**src/rtl/coin_acceptor.sv**
```systemverilog
// coin_acceptor: synchronise/debounce the two coin sensors, queue coin events and feed the vending FSM one x code per coin.
// Define COIN_ACCEPTOR_STATS_EN to add the saturating credit_total output.

module coin_acceptor_chan #(
    parameter int DEBOUNCE_CYCLES = 4
) (
    input  logic clk,
    input  logic reset,
    input  logic raw,
    output logic rise
);
    localparam int CW = 8;

    logic [1:0]    sync;
    logic          deb;
    logic [CW-1:0] cnt;
    logic          flip;

    // flip is decided one cycle ahead so the event lands on the same edge as the level change
    assign flip = (sync[1] != deb) && (cnt == CW'(DEBOUNCE_CYCLES - 1));
    assign rise = flip && !deb;

    always_ff @(posedge clk or negedge reset) begin
        if (!reset) begin
            sync <= 2'b00;
            deb  <= 1'b0;
            cnt  <= '0;
        end else begin
            sync <= {sync[0], raw};
            if (sync[1] == deb) begin
                cnt <= '0;
            end else if (flip) begin
                deb <= ~deb;
                cnt <= '0;
            end else begin
                cnt <= cnt + CW'(1);
            end
        end
    end
endmodule

module coin_acceptor #(
    parameter int DEBOUNCE_CYCLES = 4,
    parameter int DEPTH           = 4
) (
    input  logic                         clk,
    input  logic                         reset,
    input  logic                         coin5_raw,
    input  logic                         coin10_raw,
    input  logic                         hold,
    output logic [1:0]                   x,
    output logic [$clog2(DEPTH+1)-1:0]   pending,
`ifdef COIN_ACCEPTOR_STATS_EN
    output logic [15:0]                  credit_total,
`endif
    output logic                         coin_return
);
    localparam int PW = $clog2(DEPTH);
    localparam int OW = $clog2(DEPTH+1);
    localparam int FW = OW + 1;

    typedef struct packed {
        logic       vld;
        logic [1:0] code;
    } push_t;

    logic [1:0]    raw;
    logic [1:0]    ev;
    logic [1:0]    mem [DEPTH];
    logic [PW-1:0] wp;
    logic [PW-1:0] rp;
    logic [PW-1:0] wp_nx1;
    logic          pop;
    logic [FW-1:0] free;
    push_t [1:0]   wr;
    logic [1:0]    nwr;
    logic [1:0]    nrej;
    logic [1:0]    ret_tot;
    logic          ret_pend;

    assign raw = {coin10_raw, coin5_raw};

    for (genvar i = 0; i < 2; i++) begin : g_chan
        coin_acceptor_chan #(.DEBOUNCE_CYCLES(DEBOUNCE_CYCLES)) u_chan (
            .clk   (clk),
            .reset (reset),
            .raw   (raw[i]),
            .rise  (ev[i])
        );
    end

    assign pop    = (pending != '0) && !hold;
    assign free   = FW'(DEPTH) - {1'b0, pending} + FW'(pop);
    assign wp_nx1 = wp + PW'(1);

    // 5-unit coin always takes the first free slot; the 10-unit one goes second
    always_comb begin
        wr[0] = '0;
        wr[1] = '0;
        nrej  = 2'd0;
        case (ev)
            2'b01, 2'b10: begin
                if (free != '0) begin
                    wr[0].vld  = 1'b1;
                    wr[0].code = ev;
                end else begin
                    nrej = 2'd1;
                end
            end
            2'b11: begin
                if (free >= FW'(2)) begin
                    wr[0] = '{vld: 1'b1, code: 2'b01};
                    wr[1] = '{vld: 1'b1, code: 2'b10};
                end else if (free == FW'(1)) begin
                    wr[0] = '{vld: 1'b1, code: 2'b01};
                    nrej  = 2'd1;
                end else begin
                    nrej  = 2'd2;
                end
            end
            default: ;
        endcase
    end

    assign nwr     = {1'b0, wr[0].vld} + {1'b0, wr[1].vld};
    assign ret_tot = {1'b0, ret_pend} + nrej;

    always_ff @(posedge clk or negedge reset) begin
        if (!reset) begin
            for (int i = 0; i < DEPTH; i++) mem[i] <= 2'b00;
            wp          <= '0;
            rp          <= '0;
            pending     <= '0;
            x           <= 2'b00;
            coin_return <= 1'b0;
            ret_pend    <= 1'b0;
        end else begin
            if (wr[0].vld) mem[wp]     <= wr[0].code;
            if (wr[1].vld) mem[wp_nx1] <= wr[1].code;
            wp <= wp + PW'(nwr);
            if (pop) rp <= rp + PW'(1);
            x           <= pop ? mem[rp] : 2'b00;
            pending     <= pending + OW'(nwr) - OW'(pop);
            // a double rejection is stretched over two cycles via ret_pend
            coin_return <= (ret_tot != 2'd0);
            ret_pend    <= ret_tot[1];
        end
    end

`ifdef COIN_ACCEPTOR_STATS_EN
    logic [16:0] credit_sum;

    always_comb begin
        credit_sum = {1'b0, credit_total};
        if (x == 2'b01)      credit_sum = credit_sum + 17'd5;
        else if (x == 2'b10) credit_sum = credit_sum + 17'd10;
    end

    always_ff @(posedge clk or negedge reset) begin
        if (!reset) credit_total <= 16'h0000;
        else        credit_total <= credit_sum[16] ? 16'hFFFF : credit_sum[15:0];
    end
`endif
endmodule

```
**config.mk**
```make
export PLATFORM = sky130hd
export DESIGN_NAME = coin_acceptor
export DESIGN_NICKNAME = d
export VERILOG_FILES = /design/src/rtl/coin_acceptor.sv
export SDC_FILE = /design/constraint.sdc
export NUM_CORES = 1
export LEC_CHECK = 0
export BUFFER_PORTS_ARGS = -buffer_cell sky130_fd_sc_hd__buf_2
export CAP_MARGIN = 20
export CORE_MARGIN = 10
export CORE_UTILIZATION = 63
export CTS_BUF_LIST = sky130_fd_sc_hd__clkbuf_4
export DETAILED_ROUTE_END_ITERATION = 10
export PLACE_DENSITY = 0.82
export SETUP_SLACK_MARGIN = 0.05
export SYNTH_ARGS = -nofsm -noshare
export SYNTH_HDL_FRONTEND = slang
export SYNTH_SLANG_ARGS = --single-unit
export TNS_END_PERCENT = 20
```
**constraint.sdc**
```tcl
create_clock -name clk -period 4.8 [get_ports clk]
set_input_delay 1.44 -clock clk [delete_from_list [all_inputs] [get_ports clk]]
set_output_delay 1.44 -clock clk [all_outputs]
set_load 0.02 [all_outputs]
```
==> flow_metrics.py, run 1 <==
metrics = {
    "setup_path": {
        "crit_slowest_cell": "fa_1",
        "cp.required_ns": 5.08,
        "end_kind": "flop",
        "r2r_setup_slack_ns": 0.57,
        "worstPathArrival_ns": 4.65,
        "critPathMaxStageDelay_ns": 0.42,
        "cp-start-kind": "primary input",
        "cp_max_fo": 4,
        "path_class": "primary input to flop",
        "crit_chain": "buf_2 > nor2_1 > inv_1 > ha_1 > inv_1 > ha_1 > nor4bb_1 > o21ai_0 > nand2_1 > inv_1 > ha_1 > or3_1 > fa_1 > xnor2_1 > xnor2_1",
    },
    "route": {
        "drt_pass1_iterations": 4,
        "drt_iter0_drc": 139,
        "ant_nets": 0,
        "drt-total-wl_um": 4370,
        "num_vias": 1603,
        "routedWlPerCell_um": 16.8,
        "via_per_inst": 6.17,
        "drc": 0,
    },
    "placed_design": {
        "placed_cells": 252,
        "place_area_sq_um": 2270,
        "place.port_buffers": 10,
        "hpwl_um": 3170,
        "routabilityCongestion": 0.966,
    },
    "synthesis": {
        "synth_area_leader_cell": "dfrtp_1",
        "syn-cell-area_sq_um": 2200,
        "synth_top_area_frac": 0.465,
        "synthSimpleGateAreaFrac": 0.191,
        "synth_top_family_by_area": "simple AND/OR/NAND/NOR gates",
        "async_flop_share": 1.00,
        "yosysMostFrequentCell": "dfrtp_1",
        "ys_types": 50,
        "ys_seq_area_frac": 0.465,
        "synth_area_per_cell_sq_um": 11.0,
        "ys_warn_count": 0,
        "ys_top_cells_by_count": "41 x dfrtp_1, 23 x nor2_1, 13 x inv_1, 13 x xor2_1",
        "ys_seq_elements": 41,
        "syn-instance-count": 201,
        "synth_xor_area_frac": 0.0795,
        "synth_fa_ha_area_frac": 0.0658,
        "synthFlopType": "dfrtp_1",
        "muxShareOfSynthArea": 0.0352,
        "synth_area_leaders": "dfrtp_1 47%, ha_1 5.7%, xor2_1 5.2%",
        "synth_compound_area_frac": 0.117,
        "synth_nets": 217,
        "synth_edf_count": 0,
    },
    "cells_and_area": {
        "final_cells": 260,
        "areaGrowthSynthToFinish_pct": 5.56,
        "fillers": 261,
        "antenna_cells": 0,
        "postLayoutCellArea_sq_um": 2330,
        "drive_gt1_frac": 0.145,
        "fin_nets": 229,
    },
    "pwr": {
        "power_density_nw_per_um2": 460,
        "p_leak_nw": 1.06,
        "max-vdd-ir-drop_v": 0.000325,
    },
    "global_routing": {
        "grt_pass1_wl_um": 7660,
        "gr-total-overflow": 0,
        "grt_pass1_vias": 1657,
        "grt_max_degree": 42,
        "grt_util_all_layers": 0.152,
        "antenna_found_initial": 0,
    },
    "sta": {
        "hold_viol_final": 0,
        "worst_pin_slew_ns": 0.876,
        "tns_ns": 0,
        "slew_headroom": 0.416,
        "finalCritPeriodShare": 0.911,
        "rsz0062_at_grt": "no",
        "setup_viol": 0,
        "clock_skew_ns": 0.0264,
        "final_max_slew_viol_count": 0,
        "period_minus_slack_ns": 4.38,
        "fmax_mhz": 229,
    },
    "clocking": {
        "clkTransAtPathRegs_ns": 0.13,
        "cts_tree": "done",
        "ctsHoldBuffers": 0,
        "cts_buffers": 5,
        "htreeDepth": 2,
        "clockBufferDepth": 2,
        "cts_sinks": 41,
        "post_cts_resized": 0,
        "insertion_delay_ns": 0.37,
        "post_cts_buffers": 0,
        "cts_root_buf": "clkbuf_4",
    },
    "run_status": {
        "status": "completed",
    },
    "floorplanning": {
        "dieArea_sq_um": 6270,
        "core_area_sq_um": 3360,
        "die_h_um": 79.2,
        "rows": 21,
        "die_w_um": 79.2,
        "initial_core_util": 0.656,
        "pin_count": 11,
    },
    "flow_run": {
        "timing.max_cap.violations": 0,
    },
    "worst_hold_path": {
        "hp-class": "flop to flop",
    },
}
[per-stage QoR]
stage / power (mW) / utilization / hold slack, ns / worst slack [ns]
2_1_floorplan: 0.792 / - / 0.331 / 0.477
3_3_place_gp: 0.866 / 0.676 / 0.334 / 0.338
3_5_place_dp: 0.897 / 0.676 / 0.336 / 0.103
4_1_cts: 1.07 / 0.692 / 0.365 / 0.469
5_1_grt: 1.15 / 0.692 / 0.378 / 0.199
6_report: 1.07 / 0.692 / 0.364 / 0.425
[worst paths after layout]
check | from | endpoint | cells after the start
hold / removal | g_chan[1].u_chan.sync[0] | g_chan[1].u_chan.sync[1] | 0
min in group asynchronous | reset | g_chan[0].u_chan.sync[1] | 1
setup / recovery | hold | pending[2] | 15
setup reg to reg | g_chan[1].u_chan.cnt[0] | pending[2] | 15
max in group asynchronous | reset | pending[0] | 1
hold reg to reg | g_chan[1].u_chan.sync[0] | g_chan[1].u_chan.sync[1] | 0
[kinds of logic after synthesis]
logic type / count (synthesis)
AO/OA/AOI/OAI: 31
flip-flops: 41
AND/OR/NAND/NOR: 73
XOR/XNOR: 20
multiplexers: 5
adder cells (fa/ha/maj): 11
buffers and inverters: 20
[sequential cells by signal (all words and copies together) (netlist names)]
register	cells
mem	8
ret_pend	1
g_chan.u_chan.deb	2
g_chan.u_chan.sync	4
x	2
coin_return	1
g_chan.u_chan.cnt	16
pending	3
wp	2
rp	2
[worst max-delay path: cells and delay by family]
kind / cells / cell delay, ns
simple gates: 4 / 1.13
buf+inv: 4 / 0.33
fa+ha+maj: 4 / 1.17
xor+xnor: 2 / 0.33
compound gates: 1 / 0.23
[layout make-up]
class	count	area [sq um]	share of cell area
Multi-Input combinational cell	140	1080	0.463
Clock buffer	5	37.5	0.0161
Inverter	14	52.6	0.0226
Sequential cell	41	1030	0.441
Timing Repair Buffer	11	57.6	0.0247
Tap cell	46	57.6	0.0247
Clock inverter	3	17.5	0.00753
[layer usage]
layer,up-vias,wire length [um],global-route usage
li1,738,-,-
met1,781,1690,0.165
met2,64,2280,0.257
met3,20,274,0.0541
met4,0,128,0.0771
met5,-,0,0
[placed cells by master (no fill, tap or decap), types with 2 or more instances in the layout]
master and instances:
inv_1 13, clkbuf_4 5, nand3_1 8, a2111oi_0 2
nor4_4 2, mux4_2 2, nand2b_1 3, o221ai_1 2
or3_1 3, or2_2 2, o31ai_1 2, and3_1 4
nand2_1 10, and2_1 4, a311oi_1 4, o211ai_1 5
ha_1 10, o31a_1 2, clkinv_1 2, o21ai_0 2
nor3_1 3, a21o_1 2, o311ai_0 2, dfrtp_1 41
a21oi_1 2, mux2_1 2, xnor2_1 7, buf_2 10
nor2_1 23, xor2_1 13
[report_power, final]
group | internal, mW | switching, mW
clock | 0.0556 | 0.118
sequential | 0.416 | 0.0802
combinational | 0.175 | 0.226
Note: power is estimated with default switching activity, not from simulation.
==> inputs of run 2 (changes only) <==
--- a/config.mk
+++ b/config.mk
@@ -7,11 +7,13 @@
 export LEC_CHECK = 0
 export BUFFER_PORTS_ARGS = -buffer_cell sky130_fd_sc_hd__buf_2
 export CAP_MARGIN = 20
+export CELL_PAD_IN_SITES_DETAIL_PLACEMENT = 1
+export CELL_PAD_IN_SITES_GLOBAL_PLACEMENT = 2
 export CORE_MARGIN = 10
-export CORE_UTILIZATION = 63
+export CORE_UTILIZATION = 42
 export CTS_BUF_LIST = sky130_fd_sc_hd__clkbuf_4
 export DETAILED_ROUTE_END_ITERATION = 10
-export PLACE_DENSITY = 0.82
+export PLACE_DENSITY_LB_ADDON = 0.1
 export SETUP_SLACK_MARGIN = 0.05
 export SYNTH_ARGS = -nofsm -noshare
 export SYNTH_HDL_FRONTEND = slang
==> run 2 against run 1 <==
Against the previous run: core utilization shrank 22 points; non-clock buffer count rose by 1; global-route usage down 3.3 points; highest routed layer unchanged; final area grew 2.6%; sequential share of layout area shrank 1.1 points; clock-buffer cell count rose by 1; first-iteration DRC count down 78%.
==> flow_metrics.py, run 2 (synthesized netlist as in run 1, its figures left out) <==
metrics = {
    "sta": {
        "hold_viol_final": 0,
        "fin_ws_ns": 0.499,
        "finalCritPeriodShare": 0.896,
        "worst_pin_slew_ns": 0.923,
        "fmax_mhz": 232,
        "setup_viol": 0,
        "clock_skew_ns": 0.00912,
        "period_minus_slack_ns": 4.30,
        "tns_ns": 0,
        "slew_headroom": 0.384,
        "final_max_slew_viol_count": 0,
        "rsz0062_at_grt": "no",
    },
    "pwr": {
        "seqPwrFrac": 0.441,
        "p_clk_frac": 0.198,
        "p_sw_frac": 0.372,
        "p_leak_nw": 1.07,
        "p_int_uw": 705,
        "power_density_nw_per_um2": 470,
        "max-vdd-ir-drop_v": 0.000271,
        "p_switching_uw": 417,
        "share_comb_of_total_power": 0.361,
    },
    "floorplanning": {
        "core_area_sq_um": 5110,
        "pin_count": 11,
        "die_w_um": 92.5,
        "initial_core_util": 0.432,
        "die_h_um": 92.5,
        "rows": 26,
        "dieArea_sq_um": 8550,
    },
    "worst_hold_path": {
        "hp-class": "flop to flop",
        "min_from": "g_chan[1].u_chan.sync[0]",
    },
    "cells_and_area": {
        "antenna_cells": 0,
        "fin_nets": 230,
        "final_common_cell": "dfrtp_1",
        "registers.top_by_ff_count": "g_chan.u_chan.cnt",
        "fillers": 573,
        "areaGrowthSynthToFinish_pct": 8.34,
        "layout_common_cells": "41 x dfrtp_1, 23 x nor2_1, 13 x xor2_1, 13 x inv_1",
        "largest_reg_flops": 16,
        "drive_gt1_frac": 0.149,
        "fin_util": 0.468,
        "top_regs": "g_chan.u_chan.cnt x16, mem x8, g_chan.u_chan.sync x4",
    },
    "placed_design": {
        "dp_slack_ns": 0.117,
        "place.port_buffers": 10,
        "routabilityCongestion": 0.845,
        "hpwl_um": 3610,
    },
    "clocking": {
        "ctsHoldBuffers": 0,
        "cts_root_buf": "clkbuf_4",
        "clockBufferDepth": 2,
        "htreeDepth": 2,
        "insertion_delay_ns": 0.34,
        "clkTransAtPathRegs_ns": 0.12,
        "cts_tree": "done",
        "post_cts_resized": 0,
        "post_cts_buffers": 0,
        "cts_sinks": 41,
        "cts_buffers": 5,
    },
    "run_status": {
        "status": "completed",
    },
    "setup_path": {
        "cp-start-kind": "primary input",
        "rr_startpoint": "g_chan[1].u_chan.cnt[0]",
        "cp.required_ns": 5.07,
        "path_class": "primary input to flop",
        "end_kind": "flop",
        "crit_path_start": "hold",
        "cp_max_fo": 4,
        "worstPathArrival_ns": 4.57,
    },
    "global_routing": {
        "antenna_found_initial": 0,
        "grt_max_degree": 42,
        "grt_util_all_layers": 0.119,
        "gr-total-overflow": 0,
        "grt_pass1_vias": 1697,
        "grt_pass1_wl_um": 8240,
    },
    "route": {
        "drt_iter0_drc": 31,
        "drt_pass1_iterations": 4,
        "routedWlPerCell_um": 16.6,
        "drt-total-wl_um": 4740,
        "num_vias": 1554,
        "ant_nets": 0,
        "drc": 0,
        "via_per_inst": 5.45,
    },
    "flow_run": {
        "timing.max_cap.violations": 0,
    },
}
run 2: power by group through the flow:
stage	clock, mW	combinational, mW	sequential, mW
final	0.222	0.405	0.495
after global placement	0	0.382	0.498
after CTS	0.234	0.414	0.495
after floorplan	0	0.291	0.501
after detailed placement	0	0.411	0.502
after global routing	0.252	0.452	0.509
run 2: final cells by class:
cell class | count | area (sq um) | area share
Timing Repair Buffer | 12 | 65.1 | 0.0272
Tap cell | 70 | 87.6 | 0.0367
Inverter | 14 | 52.6 | 0.0220
Sequential cell | 41 | 1030 | 0.430
Multi-Input combinational cell | 140 | 1080 | 0.452
Clock inverter | 2 | 33.8 | 0.0141
Clock buffer | 6 | 45.0 | 0.0189
run 2: critical path, stage by stage:
cell	delay, ns
buf_2	0.11
nor2_1	0.14
inv_1	0.06
ha_1	0.20
inv_1	0.06
ha_1	0.19
nor4bb_1	0.39
o21ai_0	0.22
nand2_1	0.16
inv_1	0.09
ha_1	0.34
or3_1	0.41
fa_1	0.41
xnor2_1	0.21
xnor2_1	0.14
run 2: final timing paths:
kind | end | slack, ns | depth (start not counted)
hold / removal | g_chan[1].u_chan.sync[1] | 0.37 | 0
setup reg to reg | pending[2] | 0.72 | 16
max in group asynchronous | g_chan[1].u_chan.sync[0] | 3.01 | 1
hold reg to reg | g_chan[1].u_chan.sync[1] | 0.37 | 0
min in group asynchronous | g_chan[0].u_chan.cnt[5] | 1.22 | 1
setup / recovery | pending[2] | 0.50 | 15
run 2: routing by layer:
layer	vias up	GRT usage	wire length, um
li1	738	-	-
met1	791	0.128	2040
met2	15	0.212	2480
met3	10	0.0315	103
met4	0	0.0578	117
met5	-	0	0
run 2: stage by stage:
| stage | power (mW) | hold slack (ns) | instances | cell area, sq um |
|---|---|---|---|---|
| after global placement | 0.880 | 0.334 | 277 | 2310 |
| after global routing | 1.21 | 0.380 | 285 | 2390 |
| after CTS | 1.14 | 0.378 | 285 | 2390 |
| after detailed placement | 0.912 | 0.351 | 277 | 2310 |
| after floorplan | 0.792 | 0.331 | 201 | 2200 |
| final | 1.12 | 0.370 | 285 | 2390 |
